[src/rtl/alu_sequencer.sv]
// Register-file sequencer driving an external combinational ALU: IDLE -> READ -> EXEC -> WB.
// Optional sticky overflow flag enabled by defining ALU_SEQ_STICKY_OVF_EN.

package alu_sequencer_pkg;
  localparam int unsigned DATA_W   = 8;
  localparam int unsigned OP_W     = 4;
  localparam int unsigned REG_W    = 2;
  localparam int unsigned SH_W     = 3;
  localparam int unsigned FLAG_W   = 4;
  localparam int unsigned NUM_REGS = 4;

  localparam logic [OP_W-1:0] OP_LAST_LEGAL = OP_W'(4'h9);

  typedef struct packed {
    logic [OP_W-1:0]   op;
    logic [REG_W-1:0]  rd;
    logic [REG_W-1:0]  rs;
    logic [REG_W-1:0]  rt;
    logic [DATA_W-1:0] imm;
    logic              use_imm;
    logic [SH_W-1:0]   shamt;
  } cmd_t;

  typedef enum logic [2:0] {
    S_IDLE = 3'd0,
    S_READ = 3'd1,
    S_EXEC = 3'd2,
    S_WB   = 3'd3,
    S_ERR  = 3'd4
  } state_t;
endpackage

module alu_sequencer
  import alu_sequencer_pkg::*;
(
  input  logic              clk,
  input  logic              rst_n,
  input  logic              cmd_valid,
  output logic              cmd_ready,
  input  logic [OP_W-1:0]   cmd_op,
  input  logic [REG_W-1:0]  cmd_rd,
  input  logic [REG_W-1:0]  cmd_rs,
  input  logic [REG_W-1:0]  cmd_rt,
  input  logic [DATA_W-1:0] cmd_imm,
  input  logic              cmd_use_imm,
  input  logic [SH_W-1:0]   cmd_shamt,
  output logic [OP_W-1:0]   alu_fs,
  output logic [SH_W-1:0]   alu_shift,
  output logic [DATA_W-1:0] alu_a,
  output logic [DATA_W-1:0] alu_b,
  input  logic [DATA_W-1:0] alu_f,
  input  logic              alu_zero,
  input  logic              alu_neg,
  input  logic              alu_carry,
  input  logic              alu_ovf,
  output logic              done,
  output logic              err,
  output logic [DATA_W-1:0] result,
  output logic [FLAG_W-1:0] status,
  input  logic [REG_W-1:0]  dbg_rsel,
  output logic [DATA_W-1:0] dbg_rdata
`ifdef ALU_SEQ_STICKY_OVF_EN
  ,
  input  logic              clr_sticky,
  output logic              sticky_ovf
`endif
);

  state_t state, next_state;
  cmd_t   cmd_in, cmd_q;
  logic   accept;
  logic   done_d, err_d, ready_d;

  logic [DATA_W-1:0] regs [NUM_REGS];

  assign cmd_in    = {cmd_op, cmd_rd, cmd_rs, cmd_rt, cmd_imm, cmd_use_imm, cmd_shamt};
  assign accept    = cmd_valid && cmd_ready;
  assign dbg_rdata = regs[dbg_rsel];

  // State register
  always_ff @(posedge clk or negedge rst_n) begin
    if (!rst_n) state <= S_IDLE;
    else        state <= next_state;
  end

  // Next state and next values of the registered handshake/pulse outputs
  always_comb begin
    next_state = state;
    done_d     = 1'b0;
    err_d      = 1'b0;
    ready_d    = 1'b0;
    case (state)
      S_IDLE: if (accept) next_state = (cmd_op <= OP_LAST_LEGAL) ? S_READ : S_ERR;
      S_READ: next_state = S_EXEC;
      S_EXEC: next_state = S_WB;
      S_WB:   next_state = S_IDLE;
      S_ERR:  next_state = S_IDLE;
      default: next_state = S_IDLE;
    endcase
    done_d  = (next_state == S_WB);
    err_d   = (next_state == S_ERR);
    ready_d = (next_state == S_IDLE);
  end

  // Datapath: command latch, ALU operand launch, result capture, writeback
  always_ff @(posedge clk or negedge rst_n) begin
    if (!rst_n) begin
      cmd_q     <= '0;
      cmd_ready <= 1'b0;
      done      <= 1'b0;
      err       <= 1'b0;
      alu_fs    <= '0;
      alu_shift <= '0;
      alu_a     <= '0;
      alu_b     <= '0;
      result    <= '0;
      status    <= '0;
      for (int i = 0; i < int'(NUM_REGS); i++) regs[i] <= '0;
    end else begin
      cmd_ready <= ready_d;
      done      <= done_d;
      err       <= err_d;
      if (state == S_IDLE && accept) cmd_q <= cmd_in;
      if (state == S_READ) begin
        alu_fs    <= cmd_q.op;
        alu_shift <= cmd_q.shamt;
        alu_a     <= regs[cmd_q.rs];
        alu_b     <= cmd_q.use_imm ? cmd_q.imm : regs[cmd_q.rt];
      end
      if (state == S_EXEC) begin
        result <= alu_f;
        status <= {alu_ovf, alu_carry, alu_neg, alu_zero};
      end
      if (state == S_WB) regs[cmd_q.rd] <= result;
    end
  end

`ifdef ALU_SEQ_STICKY_OVF_EN
  // Overflow capture takes priority over a same-cycle clear
  always_ff @(posedge clk or negedge rst_n) begin
    if (!rst_n)                         sticky_ovf <= 1'b0;
    else if (state == S_EXEC && alu_ovf) sticky_ovf <= 1'b1;
    else if (clr_sticky)                 sticky_ovf <= 1'b0;
  end
`endif

endmodule

[config.mk]
export PLATFORM = sky130hd
export DESIGN_NAME = alu_sequencer
export DESIGN_NICKNAME = d
export VERILOG_FILES = /design/src/rtl/alu_sequencer.sv
export SDC_FILE = /design/constraint.sdc
export NUM_CORES = 1
export LEC_CHECK = 0
export ABC_AREA = 1
export ABC_CLOCK_PERIOD_IN_PS = 3000
export CORE_ASPECT_RATIO = 0.9
export CORE_MARGIN = 10
export CORE_UTILIZATION = 56
export CTS_CLUSTER_DIAMETER = 40
export CTS_CLUSTER_SIZE = 28
export DETAILED_ROUTE_END_ITERATION = 6
export HOLD_SLACK_MARGIN = 0.1
export PLACE_DENSITY_LB_ADDON = 0.05
export SETUP_SLACK_MARGIN = 0.4
export SKIP_CTS_REPAIR_TIMING = 1
export SYNTH_ARGS = -nofsm -noshare
export SYNTH_HDL_FRONTEND = slang
export SYNTH_SLANG_ARGS = --single-unit
[constraint.sdc]
create_clock -name clk -period 3 [get_ports clk]
set_input_delay 0.3 -clock clk [delete_from_list [all_inputs] [get_ports clk]]
set_output_delay 0.3 -clock clk [all_outputs]
set_load 0.02 [all_outputs]
==> key figures <==
Timing
  – Max Fclk: 425 MHz
  – RSZ-0062 raised after global routing: no
  – Crit share post-route: 0.784
  – Worst Tran Pin Value: 0.799 ns
  – Slew margin rel.: 0.467
  – Final hold violation count: 0
  – Final min period: 2.35 ns
  – Worst hold slack: 0.471 ns
  – Final setup fails: 0
  – Final slew viol count: 0
  – Setup TNS: 0 ns
  – Final Skew: 0.0106 ns

CTS
  – Clock sink count: 95
  – Clk buf depth: 2
  – Worst-skew pair later-pin latency: 0.35 ns
  – Clk slew on worst S/H paths: 0.09 ns
  – CTS tree: built
  – TritonCTS Buffers: 9
  – Htree depth: 3
  – Root buffer cell: clkbuf_8

Power
  – Pwr/cell area: 1120 nW/um^2
  – Pleak: 2.68 nW
  – Max rail drop VDD: 0.665 mV

Detailed routing
  – DRT antenna net count: 0
  – TritonRoute pass-1 iters: 5
  – Via/cell ratio: 5.40
  – WL final: 11.8 mm
  – Vias: 4040
  – Wire length per cell: 15.8 um
  – Initial drt markers: 301
  – # DRC: 0

Setup path
  – Worst path depth: 5
  – CP max FO: 9
  – R2r endpoint: alu_b[2]
  – Reg2reg path depth: 7
  – Largest stage delay on the critical path: 0.65 ns
  – Worst setup endpoint: dbg_rdata[0]
  – Worst setup EP type: output port
  – WS Path Type: primary input to output port
  – Worst path required time: 2.70 ns
  – Crit path launch: dbg_rsel[1]
  – Buf+Inv Stages, Crit Path: 3
  – Critical path arrival: 2.05 ns
  – Reg-to-Reg Start: cmd_q[12]
  – CP max stage cell: clkdlybuf4s50_1
  – Critical path, cell by cell: clkdlybuf4s50_1 -> inv_1 -> o21ai_0 -> o22ai_1 -> clkdlybuf4s50_1
  – Crit path top cell by count: clkdlybuf4s50_1
  – CP delay by family, top: buffers and inverters
  – Reg-to-reg slack, setup: 1.08 ns
  – CP Launch Type: primary input

Floorplan
  – Core Footprint: 7580 sq um
  – Total die area: 11800 sq um
  – IO Count: 85
  – Die width: 113 um
  – Number of core rows: 30
  – Die H: 104 um
  – Initial Utilization: 0.581

Synth
  – Leading area contributor after synthesis: dfrtp_1
  – Main combinational cell family by area after synthesis: simple AND/OR/NAND/NOR gates
  – Distinct cells, synth: 21
  – Post-synth top area share: 0.540
  – Synth Area in Compound Gates: 0.118
  – Synth Area in Adders: 0
  – Multiplexer share of the synthesized area: 0
  – Register bit total from synthesis: 95
  – YS warnings: 0
  – Most used DFF post-synth: dfrtp_1
  – Mapped cell area: 4410 sq um
  – Syn Area/Cell: 7.70 sq um
  – Post-Synth Simple-Gate Area: 0.280
  – Net Count, Synth: 611
  – Sequential area share after synthesis: 0.540
  – Mapped Cells: 572
  – Post-synthesis async set-or-reset flop share: 1.00
  – Synth Area in XOR/XNOR: 0
  – Synth top area cells: dfrtp_1, nand2_1, o21ai_0
  – Number of synthesized flops with an enable pin: 0

Place
  – Placed insts: 731
  – IO buf count: 84
  – Dpl hpwl: 8.43 mm
  – GPL Wtd Cong: 0.879

Finish
  – Commonest cells after routing, fill and taps aside: nand2_1, dfrtp_1, clkdlybuf4s50_1
  – Fin cells: 748
  – Fillers: 604
  – Proportion of layout cells with a drive suffix above 1: 0.0567
  – Commonest non-fill, non-tap cell in the layout: nand2_1
  – Antenna cells: 0
  – Synth-to-Final Area Change: 25.3%
  – Final net count: 686
  – Core Util, Final: 0.728

Global route
  – Total track usage: 0.203
  – Global-route wire length before repair: 19.9 mm
  – Initial antenna violation count: 0
  – Number of global-route vias before repair: 4133
  – Largest net degree at the start of global routing: 64
  – Grt total ovfl: 0

Run status
  – Status: finished, final reports clean

Min path
  – Worst min-delay path category: primary input to register

Run
  – Maxcap violations: 0
-- flip-flops by register name, indices dropped and copies added, names as in the netlist --
name / count
regs: 32
cmd_q: 22
alu_a: 8
alu_b: 8
result: 8
alu_fs: 4
status: 4
alu_shift: 3
state: 3
cmd_ready: 1
done: 1
err: 1
-- synthesized netlist by cell type (3+ instances only) --
library cell and n:
nor2_1 58, o22ai_1 8, clkbuf_1 3, inv_1 35
clkinv_1 3, o21ai_1 9, nand2_1 231, o21ai_0 65
a21oi_1 6, nand2_2 4, o21ai_2 8, buf_2 18
nand3_1 17, dfrtp_1 95
-- area by class of cell --
class / count / area [sq um] / area share
multi-input combinational: 412 / 1750 / 0.318
sequential: 95 / 2380 / 0.431
clock inverter: 6 / 91.3 / 0.0165
tap: 96 / 120 / 0.0218
clock buffer: 10 / 138 / 0.0249
timing repair buffer: 89 / 891 / 0.161
inverter: 40 / 150 / 0.0272
-- layer usage --
metal | global-route usage | up-vias | share of wire
li1 | - | 1944 | -
met1 | 0.247 | 1887 | 0.41
met2 | 0.325 | 186 | 0.48
met3 | 0.0715 | 23 | 0.095
met4 | 0.0707 | 0 | 0.019
met5 | 0 | - | 0
-- worst reg2reg max path: stages (launching register included) --
cell and delay, ns:
dfrtp_1 0.68, clkinv_1 0.55, nand2_1 0.18, nand3_1 0.09, nand2_1 0.13, nand2_1 0.07, nand2_1 0.07, nand2_1 0.06
-- stage by stage --
stage                     worst slack [ns]  cell area [sq um]  total power, W
after detailed placement             0.670               5280         0.00523
final                                0.647               5520         0.00618
after global placement               0.753               5280         0.00512
after global routing                 0.522               5520         0.00668
after CTS                            0.664               5510         0.00620
after floorplan                       1.57               4410         0.00411
-- power by group --
group          switching, W  internal, W
sequential         0.000555      0.00187
combinational       0.00171      0.00110
clock              0.000449     0.000495
total               0.00272      0.00346
-- cells by family (layout without fill, tap and decap cells) --
kind of cell | Yosys count | in the layout
simple gates | 316 | 316
compound gates | 96 | 96
buf+inv | 65 | 145
flops | 95 | 95
-- how the worst min path moves through the flow --
stage,cells past startpoint,end,from
floorplan,0,alu_a[0],rst_n
finish,3,cmd_q[18],cmd_op[0]
CTS,1,regs[16],rst_n
global route,3,cmd_q[10],cmd_imm[6]
global placement,1,regs[16],rst_n
detailed placement,1,regs[16],rst_n
No activity file was read; power rests on OpenSTA's default activity.
